### config.mk
export PLATFORM = sky130hd
export DESIGN_NAME = spi_shift_engine
export DESIGN_NICKNAME = d
export VERILOG_FILES = /design/src/rtl/spi_shift_engine_pkg.sv /design/src/rtl/spi_clk_div.sv /design/src/rtl/spi_shift_engine.sv
export SDC_FILE = /design/constraint.sdc
export NUM_CORES = 1
export LEC_CHECK = 0
export BUFFER_PORTS_ARGS = -buffer_cell sky130_fd_sc_hd__clkbuf_2
export CAP_MARGIN = 0
export CORE_ASPECT_RATIO = 1.5
export CORE_MARGIN = 2
export CORE_UTILIZATION = 60
export DETAILED_ROUTE_END_ITERATION = 8
export GPL_TIMING_DRIVEN = 0
export PLACE_DENSITY_LB_ADDON = 0.1
export SETUP_SLACK_MARGIN = 0.05
export SLEW_MARGIN = 25
export SYNTH_ARGS = -nofsm -noshare
export SYNTH_HDL_FRONTEND = slang
export SYNTH_SLANG_ARGS = --single-unit
### constraint.sdc
create_clock -name i_clk -period 3.4 [get_ports i_clk]
set_input_delay 0.34 -clock i_clk [delete_from_list [all_inputs] [get_ports i_clk]]
set_output_delay 0.34 -clock i_clk [all_outputs]
set_load 0.05 [all_outputs]
### src/rtl/spi_shift_engine_pkg.sv
// Shared definitions for the SPI master: register map, CTRL field positions,
// engine state encoding and small edge-classification helpers.
package spi_shift_engine_pkg;

  localparam logic [1:0] ADDR_STATUS   = 2'd0;
  localparam logic [1:0] ADDR_DATA_OUT = 2'd1;
  localparam logic [1:0] ADDR_DATA_IN  = 2'd2;
  localparam logic [1:0] ADDR_CTRL     = 2'd3;

  localparam int CTRL_CPHA_BIT = 0;
  localparam int CTRL_CPOL_BIT = 1;
  localparam int CTRL_SS_BIT   = 2;
  localparam int CTRL_DIV_LSB  = 3;
  localparam int CTRL_DIV_MSB  = 7;

  typedef enum logic [1:0] {
    ST_IDLE  = 2'd0,
    ST_SETUP = 2'd1,
    ST_SHIFT = 2'd2,
    ST_TAIL  = 2'd3
  } engine_state_e;

  localparam logic [4:0] EDGE_FIRST        = 5'd1;
  localparam logic [4:0] EDGE_LAST         = 5'd16;
  localparam logic [4:0] EDGE_LAST_C0_MOSI = 5'd14;

  // Odd edges sample when cpha=0, even edges sample when cpha=1.
  function automatic logic is_sample_edge(input logic cpha, input logic [4:0] edge_num);
    return edge_num[0] ^ cpha;
  endfunction

endpackage

### src/rtl/spi_clk_div.sv
// Half-period tick generator: counts 0..div while enabled, pulses o_tick at div.
// Held cleared while disabled so every transfer starts on a fresh half period.
module spi_clk_div #(
  parameter int DIV_W = 5
) (
  input  logic             i_clk,
  input  logic             i_rst_n,
  input  logic             i_en,
  input  logic [DIV_W-1:0] i_div,
  output logic             o_tick
);

  logic [DIV_W-1:0] cnt_r;

  // Divider counter with wrap at i_div
  always_ff @(posedge i_clk or negedge i_rst_n) begin
    if (!i_rst_n) begin
      cnt_r <= '0;
    end else if (!i_en) begin
      cnt_r <= '0;
    end else if (cnt_r == i_div) begin
      cnt_r <= '0;
    end else begin
      cnt_r <= cnt_r + DIV_W'(1);
    end
  end

  assign o_tick = i_en && (cnt_r == i_div);

endmodule

### src/rtl/spi_shift_engine.sv
// SPI byte serialiser/deserialiser: full duplex, MSB first, all four modes.
// Slave select is handled by the register block; this engine only moves bits.
module spi_shift_engine
  import spi_shift_engine_pkg::*;
#(
  parameter int DIV_W = 5
) (
  input  logic             i_clk,
  input  logic             i_rst_n,
  input  logic             i_start,
  input  logic [7:0]       i_tx_data,
  input  logic             i_cpol,
  input  logic             i_cpha,
  input  logic [DIV_W-1:0] i_div,
  output logic             o_busy,
  output logic             o_done,
  output logic [7:0]       o_rx_data,
  output logic             o_SCLK,
  output logic             o_MOSI,
  input  logic             i_MISO
);

  engine_state_e    state_r;
  logic [7:0]       tx_shift_r;
  logic [7:0]       rx_shift_r;
  logic [4:0]       edge_cnt_r;
  logic             cpol_r;
  logic             cpha_r;
  logic [DIV_W-1:0] div_r;
  logic             busy_r;
  logic             done_r;
  logic [7:0]       rx_data_r;
  logic             sclk_r;
  logic             mosi_r;
  logic             miso_sync1_r;
  logic             miso_sync2_r;
  logic             sample_d1_r;
  logic             sample_d2_r;

  logic             accept_s;
  logic             tick_s;
  logic             sample_now_s;
  logic             active_s;
  logic [7:0]       rx_next_s;

  assign active_s = (state_r != ST_IDLE);

  spi_clk_div #(.DIV_W(DIV_W)) u_clk_div (
    .i_clk   (i_clk),
    .i_rst_n (i_rst_n),
    .i_en    (active_s),
    .i_div   (div_r),
    .o_tick  (tick_s)
  );

  // Accept decode, sample-edge decode and the next receive shift value
  always_comb begin
    accept_s     = 1'b0;
    sample_now_s = 1'b0;
    rx_next_s    = rx_shift_r;
    if (state_r == ST_IDLE) begin
      accept_s = i_start;
    end else begin
      accept_s = 1'b0;
    end
    if (state_r == ST_SHIFT) begin
      sample_now_s = tick_s && is_sample_edge(cpha_r, edge_cnt_r);
    end else begin
      sample_now_s = 1'b0;
    end
    if (sample_d2_r) begin
      rx_next_s = {rx_shift_r[6:0], miso_sync2_r};
    end else begin
      rx_next_s = rx_shift_r;
    end
  end

  // Two-flop MISO synchroniser
  always_ff @(posedge i_clk or negedge i_rst_n) begin
    if (!i_rst_n) begin
      miso_sync1_r <= 1'b0;
      miso_sync2_r <= 1'b0;
    end else begin
      miso_sync1_r <= i_MISO;
      miso_sync2_r <= miso_sync1_r;
    end
  end

  // Sample strobe delayed to line up with the synchroniser, so the captured bit
  // is the MISO level that was on the pin when the sampling SCLK edge launched.
  always_ff @(posedge i_clk or negedge i_rst_n) begin
    if (!i_rst_n) begin
      sample_d1_r <= 1'b0;
      sample_d2_r <= 1'b0;
    end else if (accept_s) begin
      sample_d1_r <= 1'b0;
      sample_d2_r <= 1'b0;
    end else begin
      sample_d1_r <= sample_now_s;
      sample_d2_r <= sample_d1_r;
    end
  end

  // Transfer FSM with shift registers, edge counter and registered pin outputs
  always_ff @(posedge i_clk or negedge i_rst_n) begin
    if (!i_rst_n) begin
      state_r    <= ST_IDLE;
      tx_shift_r <= 8'h00;
      rx_shift_r <= 8'h00;
      edge_cnt_r <= 5'd0;
      cpol_r     <= 1'b0;
      cpha_r     <= 1'b0;
      div_r      <= '0;
      busy_r     <= 1'b0;
      done_r     <= 1'b0;
      rx_data_r  <= 8'h00;
      sclk_r     <= 1'b0;
      mosi_r     <= 1'b0;
    end else begin
      done_r     <= 1'b0;
      rx_shift_r <= rx_next_s;
      case (state_r)
        ST_IDLE: begin
          sclk_r <= cpol_r;
          busy_r <= 1'b0;
          if (i_start) begin
            tx_shift_r <= i_tx_data;
            rx_shift_r <= 8'h00;
            cpol_r     <= i_cpol;
            cpha_r     <= i_cpha;
            div_r      <= i_div;
            sclk_r     <= i_cpol;
            busy_r     <= 1'b1;
            edge_cnt_r <= 5'd0;
            state_r    <= ST_SETUP;
            if (!i_cpha) begin
              mosi_r <= i_tx_data[7];
            end
          end
        end
        ST_SETUP: begin
          if (tick_s) begin
            edge_cnt_r <= EDGE_FIRST;
            state_r    <= ST_SHIFT;
          end
        end
        ST_SHIFT: begin
          if (tick_s) begin
            sclk_r <= ~sclk_r;
            if (!cpha_r && !edge_cnt_r[0] && (edge_cnt_r <= EDGE_LAST_C0_MOSI)) begin
              mosi_r     <= tx_shift_r[6];
              tx_shift_r <= {tx_shift_r[6:0], 1'b0};
            end else if (cpha_r && edge_cnt_r[0]) begin
              mosi_r     <= tx_shift_r[7];
              tx_shift_r <= {tx_shift_r[6:0], 1'b0};
            end
            if (edge_cnt_r == EDGE_LAST) begin
              state_r <= ST_TAIL;
            end else begin
              edge_cnt_r <= edge_cnt_r + 5'd1;
            end
          end
        end
        ST_TAIL: begin
          if (tick_s) begin
            rx_data_r <= rx_next_s;
            done_r    <= 1'b1;
            busy_r    <= 1'b0;
            state_r   <= ST_IDLE;
          end
        end
        default: begin
          busy_r  <= 1'b0;
          state_r <= ST_IDLE;
        end
      endcase
    end
  end

  assign o_busy    = busy_r;
  assign o_done    = done_r;
  assign o_rx_data = rx_data_r;
  assign o_SCLK    = sclk_r;
  assign o_MOSI    = mosi_r;

endmodule

; ---- Yosys cells after proc, flatten, opt, wreduce, memory -nomap -nowiden
; Cells that the tools add are included.
[totals]
in_bits = 19
reg_bits = 51
out_inout_bits = 12
[op_classes]
reduce_logical = 20
eq_ne = 13
magnitude_cmp = 1
n_bitwise = 2
addsub = 2
n_mux = 39
[ops]
columns = operator, n
row1 = two-way mux 8 bit, 7
row2 = two-way mux 5 bit, 6
row3 = case mux 8 bit (2 select lines), 1
row4 = two-way mux 1 bit, 15
row5 = case mux 5 bit (3 select lines), 1
row6 = AND reduction 5 bit, 3
row7 = "inequality test 2 bit, second input constant", 6
row8 = "adder 5 x 1 -> 5 bit, second input constant", 2
row9 = two-way mux 2 bit, 5
row10 = case mux 2 bit (4 select lines), 1
row11 = AND reduction 2 bit, 4
row12 = case mux 1 bit (2 select lines), 3
row13 = nonzero test 2 bit, 3
row14 = equality test 5 bit, 1
row15 = "equality test 5 bit, second input constant", 1
row16 = "less-or-equal comparator 5 x 4 -> 1 bit, second input constant", 1
row17 = logical AND 1 bit, 5
row18 = "equality test 2 bit, second input constant", 2
row19 = AND reduction 4 bit, 1
row20 = "inequality test 3 x 1 -> 1 bit, second input constant", 1
row21 = nonzero test 3 bit, 1
row22 = "equality test 2 x 1 -> 1 bit, second input constant", 1
row23 = logical NOT 1 bit, 2
row24 = logical NOT 2 bit, 1
row25 = 3 further kinds, 3

; ---- Logic depth before layout (Yosys ltp)
; Gate-level depths: netlist of the first run.
[depth]
depth_word = 6
ltp_mapped = 8
depth_no_buf = 7

; ---- By module
; A second synthesis of the first run with hierarchy kept.
[unflattened]
hier_cells = 225
area_unflattened_um2 = 2456.1
[modules_own_cells]
columns = module, area_each_um2, n_inst, cells_each
row1 = spi_shift_engine, 2172.1, 1, 197
row2 = spi_clk_div, 284.0, 1, 28

; ---- Least setup slack after synthesis of the first run
; OpenSTA, ideal clock, no wires.
[synth_path]
path_type = reg-to-reg
startpoint = register state_r[0]
endpoint = register tx_shift_r[2]
setup_ns = 0.119
slack_ns = 1.534
path_stages_with_launch = 9
required_ns = 3.281
arrival_ns = 1.747
cell_sequence = dfrtp_1 > inv_1 > ha_1 > buf_2 > inv_1 > a211oi_1 > or2_2 > o41a_1 > o21a_1
[synth_between]
elab_chain_len = 4
elab_cells_between_ends = 10
[synth_lines]
columns = item, line
row1 = from (decl), spi_shift_engine.sv:23  ; engine_state_e state_r;
row2 = from (signal assigned), spi_shift_engine.sv:107  ; state_r <= ST_IDLE;
row3 = from (signal assigned), spi_shift_engine.sv:135  ; state_r <= ST_SETUP;
row4 = from (signal assigned), spi_shift_engine.sv:144  ; state_r <= ST_SHIFT;
row5 = nonzero test 2 bit, spi_shift_engine.sv:46  ; assign active_s = (state_r != ST_IDLE);
row6 = logical AND 1 bit, spi_clk_div.sv:28  ; assign o_tick = i_en && (cnt_r == i_div);
row7 = inequality test 2 bit (no source line), --
row8 = AND reduction 4 bit (no source line), --
row9 = to (signal assigned), spi_shift_engine.sv:127  ; tx_shift_r <= i_tx_data;
row10 = to (signal assigned), spi_shift_engine.sv:152  ; tx_shift_r <= {tx_shift_r[6:0], 1'b0};
row11 = to (signal assigned), spi_shift_engine.sv:155  ; tx_shift_r <= {tx_shift_r[6:0], 1'b0};
row12 = to (decl), spi_shift_engine.sv:24  ; logic [7:0] tx_shift_r;
; Parallel ways exist; a longest one is shown, timed or not.
; A chain may end at the register's enable or synchronous reset.

; ---- Worst setup path after layout of the first run
[layout_path]
startpoint = register state_r[0]
endpoint = register tx_shift_r[4]
; Same word-level chain as after synthesis.

==> results.ini, run 1 <==
[setup_path]
arrival_ns=2.50
path_max_fanout=10
crit_top_cell=inv_1
startpoint=state_r[0]$_DFFE_PN0P_
r2r_slack_ns=1.14
critical_path.cell_chain=inv_1 -> ha_1 -> buf_2 -> inv_1 -> a211oi_1 -> nor2_1 -> nand3_1 -> o221a_2
startpoint_type=register
cp_slowest_cell=a211oi_1
reg2reg_from=state_r[0]$_DFFE_PN0P_
crit_path_max_incr_delay_ns=0.47
reg2reg_depth=8
required_ns=3.64
end_kind=register
timing.rr.end=tx_shift_r[4]$_DFFE_PN0P_
crit_type=reg -> reg

[placed_design]
port_buffers=30
routabilityCongestion=0.8579
dp_hpwl_mm=3.646
post_dp_cell_area_um2=2733
dp_cells=327

[synth]
ys.warnings.count=0
netlist_area_um2=2524
yosysUniqueCellTypes=41
syn-num-nets=282
synth_top_area_cell=dfrtp_1
synth_edf_count=0
ys_seq_area_frac=0.5057
synth_cells=252
ys_ff_latch=51
async_flop_share=1.000
synthTopCellsByArea=dfrtp_1 51%, ha_1 5.5%, nand2_1 5.1%, nor2_1 5.1%, mux2i_1 4.0%
yosys_most_used_dff=dfrtp_1
syn_avg_cell_area_um2=10.01
netlist.area_leader.share=0.5057

[timing]
drv_slew=0
fin_setup_tns_ns=0
post-route-min-period_ns=2.256
fmax_mhz=443.3
finalSetupViolations=0
rsz0062_at_grt=no
relSlewSlack=0.5560
period_share=0.6634
hold_violations=0
worst_slew_pin_slew_ns=0.6660
clock_skew_ns=0.005019
worst_hold_slack_ns=0.09151

[global_routing]
grt_max_degree=52
grt_pass1_vias=1962
grt_pass1_wl_mm=8.611
grt.total_usage=0.2260
gr-total-overflow=0
antenna_found_initial=0

[cells_and_area]
n_fill_cell=327
syn_to_final_growth_pct=12.74
n_antenna_cell=0
final_cells=335
design_area_um2=2845
drive_gt1_frac=0.1759
num-nets-final=319

[floorplanning]
dieArea_um2=4752
start_util=0.6319
die_y_um=83.43
core_area_um2=3994
die_x_um=56.96
top_level_ports=31
rows=28

[detailed_routing]
drc_errors=0
totalWireLength_mm=4.970
routedWlPerCell_um=14.84
vias=1952
drt-pass1-iter-count=4
ant_nets=0
first_iter_violations=50
via_per_inst=5.827

[power]
ir_drop_mv=0.3100
powerDensity_nw_per_um2=369.6
p_leak_uw=0.001296

[clock_network]
numCtsBuffers=5
cts_tree=yes
worstSkewPairLatency_ns=0.30
postCtsSetupBuffers=0
cts-root-buf=clkbuf_8
hold_buffers=0
path_clk_slew_ns=0.09
cts_buffer_depth=2
ctsResizeCount=0
clock_sinks=51
h-tree-depth=2

[flow_run]
max_cap_violations=0

[status]
run_status=completed

[hold_path]
hold_path.class=in -> async

-- layout by cell type (no fill, tap or decap), drive strengths merged, types with 3 or more instances in the layout --
master | synthesis | final
o221a | 5 | 5
nor2b | 4 | 4
xor2 | 5 | 5
a21oi | 6 | 6
a21o | 3 | 3
inv | 11 | 11
nand3 | 7 | 7
o21ai | 19 | 19
dfrtp | 51 | 51
a32o | 4 | 4
mux2i | 10 | 10
and3 | 3 | 3
o22ai | 3 | 3
clkbuf | 6 | 41
nand2 | 34 | 34
nand4b | 3 | 3
nor2 | 34 | 34
ha | 11 | 11
nand2b | 4 | 4
-- kinds of logic (layout without fill, tap and decap cells) --
logic type                 Yosys count  after routing  share of synthesized area
and+or+nand+nor                     98             98                     0.1770
AOI/OAI and AO/OA                   54             54                     0.1611
DFF                                 51             51                     0.5057
buffers and inverters               19             57                    0.02875
muxes                               12             12                    0.04859
adders and majority gates           11             11                    0.05454
xor gates and xnor gates             7              7                    0.02429
-- sequential cells by signal, indices dropped and copies added, names as in the netlist, 2 cells and up --
signal	flops
u_clk_div.cnt_r	5
edge_cnt_r	5
div_r	5
state_r	2
rx_shift_r	8
o_rx_data	8
tx_shift_r	8
-- critical path, delay by kind of cell (launching register included) --
| kind | cells | cell delay (ns) |
|---|---|---|
| adder cells (fa/ha/maj) | 1 | 0.18 |
| AO/OA/AOI/OAI | 2 | 0.71 |
| flip-flops | 1 | 0.40 |
| AND/OR/NAND/NOR | 2 | 0.40 |
| buffers and inverters | 3 | 0.50 |
-- report_power, final --
group | leakage (uW) | internal [uW] | switching [uW]
clock network | 0.0000581 | 219 | 198
registers | 0.000619 | 608 | 0.878
logic | 0.000619 | 9.15 | 16.3
total | 0.00130 | 836 | 215
-- synth_stat cells, types with 2 or more instances --
library cell and count:
and3_1 3, nand2b_1 4, nand3_1 6, nor2_1 34, o211ai_1 2, a21o_1 3, xnor2_1 2, o21a_1 2
xor2_1 5, o21ai_0 19, a211oi_1 2, nor2b_1 4, a21oi_1 5, clkbuf_1 6, nor3_1 2, inv_1 11
mux2_2 2, and2_1 2, ha_1 11, o41ai_1 2, nand2_1 34, a32o_1 4, o221a_2 5, o22ai_1 3
dfrtp_1 51, mux2i_1 10, nand4b_1 3, o31ai_1 2
-- metrics by stage --
stage / setup WS (ns) / utilization / total power (uW)
global placement: 1.259 / 0.6836 / 646.5
detailed placement: 1.235 / 0.6842 / 647.1
CTS: 1.194 / 0.7124 / 1064
finish: 1.144 / 0.7124 / 1052
floorplan: 1.534 / - / 622.6
global route: 0.9526 / 0.7124 / 1085
-- layer usage --
layer	GRT usage	up-vias	part of all wire
li1	-	953	-
met1	0.2686	956	0.42
met2	0.4013	31	0.53
met3	0.03271	12	0.026
met4	0.08668	0	0.022
met5	0	-	0
-- worst max-delay path by stage --
stage / to / slack (ns) / depth (start not counted)
2_1_floorplan: tx_shift_r[2]$_DFFE_PN0P_ / 1.53 / 8
6_report: tx_shift_r[4]$_DFFE_PN0P_ / 1.14 / 8
4_1_cts: tx_shift_r[4]$_DFFE_PN0P_ / 1.19 / 8
3_5_place_dp: tx_shift_r[4]$_DFFE_PN0P_ / 1.24 / 8
3_3_place_gp: tx_shift_r[4]$_DFFE_PN0P_ / 1.26 / 8
5_1_grt: tx_shift_r[4]$_DFFE_PN0P_ / 0.95 / 8
-- cell type report --
class | instances | area, um2 | share of cell area
clock buffers | 5 | 68.82 | 0.02419
clock inverters | 3 | 43.79 | 0.01539
flip-flops and latches | 51 | 1276 | 0.4485
inverters | 11 | 41.29 | 0.01451
well taps | 45 | 56.30 | 0.01979
repair buffers | 30 | 152.6 | 0.05365
plain buffers | 8 | 31.28 | 0.01099
multi-input cells | 182 | 1175 | 0.4129
(Power assumes the default switching activity.)
==> inputs of run 2 (changes only) <==
CORE_UTILIZATION = 57   (was 60)
clock period = 2.25 ns   (was 3.4 ns; I/O delays follow)
==> run 2 against run 1 <==
Fmax is 8.6% higher. Register-to-register slack worse by 0.97 ns. Sequential power is 51% higher. Worst hold slack worse by 0.071 ns. Sequential cell count unchanged. Core utilization fell by 3.4 points. Routed wire length increased by 0.44%. Clock-buffer cell count stayed put. Clock skew grew 0.0012 ns.
==> results.ini, run 2 (synthesis results as in run 1) <==
[status]
run_status=completed

[timing]
finalSetupViolations=0  ; unchanged
drv_slew=0  ; unchanged
worst_hold_slack_ns=0.02018  ; -0.07133 ns
clock_skew_ns=0.006263  ; +0.001243 ns
fin_setup_tns_ns=0  ; unchanged
fmax_mhz=481.3  ; +8.6%
post-route-min-period_ns=2.078  ; -0.1781 ns
period_share=0.9234  ; +0.2600
worst_slew_pin_slew_ns=0.6585  ; -0.007477 ns
rsz0062_at_grt=yes
hold_violations=0  ; unchanged
relSlewSlack=0.5610  ; +0.004984

[floorplanning]
dieArea_um2=4987  ; +4.9%
rows=29  ; +3.6%
die_x_um=58.33  ; +2.4%
start_util=0.5945  ; -0.03743
core_area_um2=4245  ; +6.3%
die_y_um=85.50  ; +2.5%
top_level_ports=31  ; unchanged

[setup_path]
arrival_ns=2.28  ; -0.22 ns
cp_slowest_cell=dfrtp_1
startpoint_type=register
crit_top_cell=inv_1
end_kind=register
path_max_fanout=10  ; unchanged
required_ns=2.46  ; -1.18 ns
crit_buf_inv=3  ; unchanged
crit_path_max_incr_delay_ns=0.38  ; -0.09 ns
crit_type=reg -> reg
crit_family=compound AO/OA/AOI/OAI gates
critical_path.cell_chain=inv_1 -> ha_1 -> buf_2 -> inv_1 -> a211oi_2 -> or2_2 -> o41a_1 -> o21a_1

[global_routing]
antenna_found_initial=0  ; unchanged
gr-total-overflow=0  ; unchanged
grt.total_usage=0.2257  ; -0.0002870
grt_pass1_wl_mm=8.645  ; +0.39%
grt_pass1_vias=1937  ; -1.3%
grt_max_degree=52  ; unchanged

[power]
ir_drop_mv=0.4939  ; +59%
p_leak_uw=0.001306  ; +0.79%
powerDensity_nw_per_um2=550.4  ; +49%
total_power_uw=1585  ; +51%

[cells_and_area]
seq_area_um2=1276  ; unchanged
final_common_cell=dfrtp_1
num-nets-final=323  ; +1.3%
syn_to_final_growth_pct=14.08
n_antenna_cell=0  ; unchanged
final_cell_mix=51 x dfrtp_1, 34 x nor2_1, 34 x nand2_1
drive_gt1_frac=0.1843  ; +0.008438
n_fill_cell=358  ; +9.5%
multi_input_area_um2=1181  ; +0.53%

[detailed_routing]
drc_errors=0  ; unchanged
routedWlPerCell_um=14.73  ; -0.74%
via_per_inst=5.673  ; -2.6%
ant_nets=0  ; unchanged
wl_met2_mm=2.490  ; -4.9%
met1Wirelength_mm=2.221  ; +5.2%
totalWireLength_mm=4.992  ; +0.44%
first_iter_violations=86  ; +72%
vias=1923  ; -1.5%
dr.max_layer_used=met4
drt-pass1-iter-count=4  ; unchanged
route.met3.wl_um=195  ; +49%

[clock_network]
cts-root-buf=clkbuf_8
clock_sinks=51  ; unchanged
numCtsBuffers=5  ; unchanged
cts_buffer_depth=2  ; unchanged
h-tree-depth=2  ; unchanged
cts_tree=yes
worstSkewPairLatency_ns=0.31  ; about the same
path_clk_slew_ns=0.09  ; about the same

[hold_path]
hold_path.class=in -> reg

[placed_design]
dp_hpwl_mm=3.601  ; -1.2%
port_buffers=30  ; unchanged
routabilityCongestion=0.8267  ; -3.6%

[flow_run]
max_cap_violations=0  ; unchanged

-- run 2: cell count changes in the layout (fill, tap and decap cells not counted), sizes merged --
cell | previous run | this run
buf | 2 | 5
clkinv | 2 | 0
clkinvlp | 0 | 1
dlygate4sd3 | 0 | 1
-- run 2: per-layer routing --
layer | GRT usage | up-vias
li1 | - | 962
met4 | 0.09302 | 0
met5 | 0 | -
met1 | 0.2805 | 912
met3 | 0.04374 | 6
met2 | 0.3790 | 43
-- run 2: per-stage QoR --
| step | utilization | std cells | setup slack (ns) | cell area (um2) |
|---|---|---|---|---|
| after floorplan | - | 252 | 0.3838 | 2524 |
| after global placement | 0.6434 | 328 | 0.08667 | 2731 |
| after detailed placement | 0.6440 | 328 | 0.09629 | 2734 |
| after CTS | 0.6714 | 336 | 0.07162 | 2850 |
| after global routing | 0.6782 | 339 | 0.03774 | 2879 |
| final | 0.6782 | 339 | 0.1724 | 2879 |
-- run 2: final timing paths --
| check | from | endpoint | slack [ns] | depth (start not counted) |
|---|---|---|---|---|
| max | state_r[0]$_DFFE_PN0P_ | tx_shift_r[2]$_DFFE_PN0P_ | 0.17 | 8 |
| min | i_MISO | miso_sync1_r$_DFF_PN0_ | 0.02 | 1 |
| min reg2reg | miso_sync1_r$_DFF_PN0_ | miso_sync2_r$_DFF_PN0_ | 0.37 | 0 |
| max reg2reg | state_r[0]$_DFFE_PN0P_ | tx_shift_r[2]$_DFFE_PN0P_ | 0.17 | 8 |
| max in group asynchronous | i_rst_n | edge_cnt_r[0]$_DFFE_PN0P_ | 1.31 | 2 |
| min in group asynchronous | i_rst_n | rx_shift_r[7]$_DFF_PN0_ | 0.50 | 2 |
-- run 2: worst register-to-register path, stage by stage, from the launching register on --
cell	delay [ns]
dfrtp_1	0.38
inv_1	0.09
ha_1	0.21
buf_2	0.18
inv_1	0.25
a211oi_2	0.11
or2_2	0.33
o41a_1	0.31
o21a_1	0.11
-- run 2: final cells by class --
class,count,share of cell area
multi-input cells,182,0.4103
clock buffers,5,0.02390
inverters,11,0.01434
clock inverters,2,0.01304
plain buffers,8,0.01086
flip-flops and latches,51,0.4433
repair buffers,34,0.06432
well taps,46,0.01999
-- run 2: timing repair --
item	4_1_cts	5_1_grt
setup buffers	0	3
hold buffers	1	0
gates resized for setup	0	2
setup endpoints to repair	0	17
endpoints found under the hold margin	25	0
-- run 2: where the power goes --
group / total [uW] / switching (uW) / internal, uW / leakage [uW]
logic: 39.3 / 24.4 / 14.9 / 0.000637
registers: 920 / 1.35 / 918 / 0.000619
clock network: 626 / 300 / 325 / 0.0000502
==> inputs of run 3 (changes only) <==
ABC_AREA = 1   (was default)
ABC_CLOCK_PERIOD_IN_PS = 2250   (was default)
CELL_PAD_IN_SITES_DETAIL_PLACEMENT = 0   (was default)
CELL_PAD_IN_SITES_GLOBAL_PLACEMENT = 1   (was default)
CORE_UTILIZATION = 43   (was 57)
==> run 3 against run 2 <==
The flow now finishes with violations (negative hold slack). Cell area up 2.5%. Critical path depth is 2 higher. Global-route usage shrank 4.8 points. Clock power down 8.9%. Highest routed layer unchanged. Sequential share of layout area shrank 1.1 points. Fmax grew 12%. Largest cell class unchanged.
==> results.ini, run 3 <==
[floorplanning]
die_x_um=67.51  ; +16%
core_area_um2=5828  ; +37%
start_util=0.4463  ; -0.1481
top_level_ports=31  ; unchanged
die_y_um=99.26  ; +16%
rows=34  ; +17%
dieArea_um2=6701  ; +34%

[global_routing]
grt.total_usage=0.1772  ; -0.04847
grt_pass1_vias=1992  ; +2.8%
met3_usage=0.02828  ; -0.01546
gr-total-overflow=0  ; unchanged
grt_max_degree=52  ; unchanged
antenna_found_initial=0  ; unchanged
grt_use_met2=0.2979  ; -0.08107
use_met1=0.2266  ; -0.05392
grt_pass1_wl_mm=9.149  ; +5.8%
top_usage_layer=met2

[clock_network]
cts_buffer_depth=2  ; unchanged
h-tree-depth=2  ; unchanged
ctsResizeCount=0  ; unchanged
path_clk_slew_ns=0.10  ; about the same
postCtsSetupBuffers=0  ; unchanged
hold_buffers=0  ; -1
worstSkewPairLatency_ns=0.31  ; about the same
numCtsBuffers=5  ; unchanged
clock_sinks=51  ; unchanged
cts-root-buf=clkbuf_8
cts_tree=yes

[detailed_routing]
drt-pass1-iter-count=4  ; unchanged
ant_nets=0  ; unchanged
routedWlPerCell_um=12.06  ; -18%
vias=2035  ; +5.8%
via_per_inst=4.788  ; -16%
totalWireLength_mm=5.127  ; +2.7%
drc_errors=0  ; unchanged
first_iter_violations=98  ; +14%

[synth]
syn_avg_cell_area_um2=8.284  ; -17%
ys.warnings.count=0  ; unchanged
synth_top_area_cell=dfrtp_1
synthTopCellsByCount=104 x nand2_1, 51 x dfrtp_1, 36 x inv_1
syn-num-nets=344  ; +22%
synthTopCellsByArea=dfrtp_1 49%, nand2_1 15%, ha_1 5.3%, inv_1 5.2%, nor2_1 4.6%
yosysUniqueCellTypes=26  ; -37%
synth_edf_count=0  ; unchanged
ys_ff_latch=51  ; unchanged
async_flop_share=1.000  ; unchanged
yosys_most_used_dff=dfrtp_1
yosysMostFrequentCell=nand2_1
ys_seq_area_frac=0.4906  ; -0.01508
netlist_area_um2=2601  ; +3.1%
netlist.area_leader.share=0.4906  ; -0.01508
synth_cells=314  ; +25%

[power]
ir_drop_mv=0.4908  ; -0.63%
powerDensity_nw_per_um2=1294  ; +140%
comb_power_share=0.487  ; +0.462
clockPowerShare=0.149  ; -0.246
p_seq_frac=0.364  ; -0.216
p_leak_uw=0.001583  ; +21%
netSwitchingFraction=0.4790  ; +0.2732
p_sw_uw=1829  ; +460%
p_int_uw=1990  ; +58%

[setup_path]
arrival_ns=2.06  ; -0.22 ns
startpoint_type=register
reg2reg_depth=10  ; +2
crit_type=reg -> reg
end_kind=register
required_ns=2.46  ; about the same
path_max_fanout=6  ; -4

[timing]
fmax_mhz=540.2  ; +12%
finalSetupViolations=0  ; unchanged
post-route-min-period_ns=1.851  ; -0.2264 ns
fin_setup_tns_ns=0  ; unchanged
worst_hold_slack_ns=-0.02402  ; -0.04420 ns
period_share=0.8227  ; -0.1006
drv_slew=0  ; unchanged
rsz0062_at_grt=no
relSlewSlack=0.5265  ; -0.03445
worst_slew_pin_slew_ns=0.7102  ; +0.05167 ns
hold_violations=37  ; +37
clock_skew_ns=0.01045  ; +0.004185 ns

[cells_and_area]
drive_gt1_frac=0.1360  ; -0.04832
final_cell_mix=104 x nand2_1, 51 x dfrtp_1, 36 x inv_1
num-nets-final=382  ; +18%
final_common_cell=nand2_1
utilization=0.5064  ; -0.1717
n_fill_cell=598  ; +67%
n_antenna_cell=0  ; unchanged
syn_to_final_growth_pct=13.47

[hold_path]
hold_path.class=in -> async

[flow_run]
max_cap_violations=0  ; unchanged

[placed_design]
routabilityCongestion=0.7423  ; -10%
dp_hpwl_mm=3.698  ; +2.7%
port_buffers=30  ; unchanged

[status]
violations=negative hold slack
run_status=complete, but fails checks

## run 3: cell count changes after synthesis, sizes merged, moves of 5 or more
cell   change
inv       +27
nand2     +70
nand3     +16
o21a       +7
o221a      -5
## run 3: worst max-delay path, stage by stage, from the launching register on
cell,delay (ns)
dfrtp_1,0.41
inv_1,0.09
ha_1,0.25
inv_1,0.21
nor2_1,0.10
inv_1,0.09
o211ai_1,0.09
inv_1,0.19
nand2_1,0.17
nand2_1,0.10
nand2_1,0.05
## run 3: kinds of logic after synthesis
group,share of synthesized area
AND/OR/NAND/NOR,0.2694
flip-flops,0.4906
buffers and inverters,0.07215
AO/OA/AOI/OAI,0.07840
adder cells (fa/ha/maj),0.05291
multiplexers,0.02309
XOR/XNOR,0.01347
## run 3: worst paths after layout
check	start	endpoint	slack, ns
worst max-delay path	state_r[0]$_DFFE_PN0P_	edge_cnt_r[0]$_DFFE_PN0P_	0.40
worst min-delay path	i_rst_n	u_clk_div.cnt_r[2]$_DFF_PN0_	-0.02
worst max register to register	state_r[0]$_DFFE_PN0P_	edge_cnt_r[0]$_DFFE_PN0P_	0.40
worst min register to register	miso_sync1_r$_DFF_PN0_	miso_sync2_r$_DFF_PN0_	0.35
max in group asynchronous	i_rst_n	miso_sync1_r$_DFF_PN0_	1.80
min in group i_clk	i_div[0]	div_r[0]$_DFFE_PN0P_	0.11
## run 3: per-layer routing
metal	up-vias	routed length [um]
li1	1056	-
met4	0	83
met2	31	2419
met3	6	173
met5	-	0
met1	942	2452
## run 3: final cells by class
class | count | area, um2 | area share
flip-flops and latches | 51 | 1276 | 0.4324
multi-input cells | 218 | 1137 | 0.3853
repair buffers | 31 | 162.7 | 0.05511
inverters | 38 | 142.6 | 0.04833
well taps | 72 | 90.09 | 0.03052
clock buffers | 5 | 68.82 | 0.02331
plain buffers | 7 | 45.04 | 0.01526
clock inverters | 3 | 28.78 | 0.009750
## run 3: through the flow
stage	cell area, um2	setup WS, ns	power, uW	std cells
4_1_cts	2942	0.3759	3890	424
3_3_place_gp	2841	0.4082	3276	416
3_5_place_dp	2844	0.3944	3306	416
6_report	2952	0.3988	3819	425
2_1_floorplan	2601	0.7407	2838	314
5_1_grt	2952	0.1869	4223	425
## run 3: power by group through the flow
| stage | combinational [uW] | sequential, uW | clock (uW) |
|---|---|---|---|
| global route | 2150 | 1430 | 638 |
| floorplan | 1160 | 1680 | 0 |
| CTS | 1900 | 1390 | 594 |
| finish | 1860 | 1390 | 570 |
| global placement | 1870 | 1400 | 0 |
| detailed placement | 1890 | 1410 | 0 |
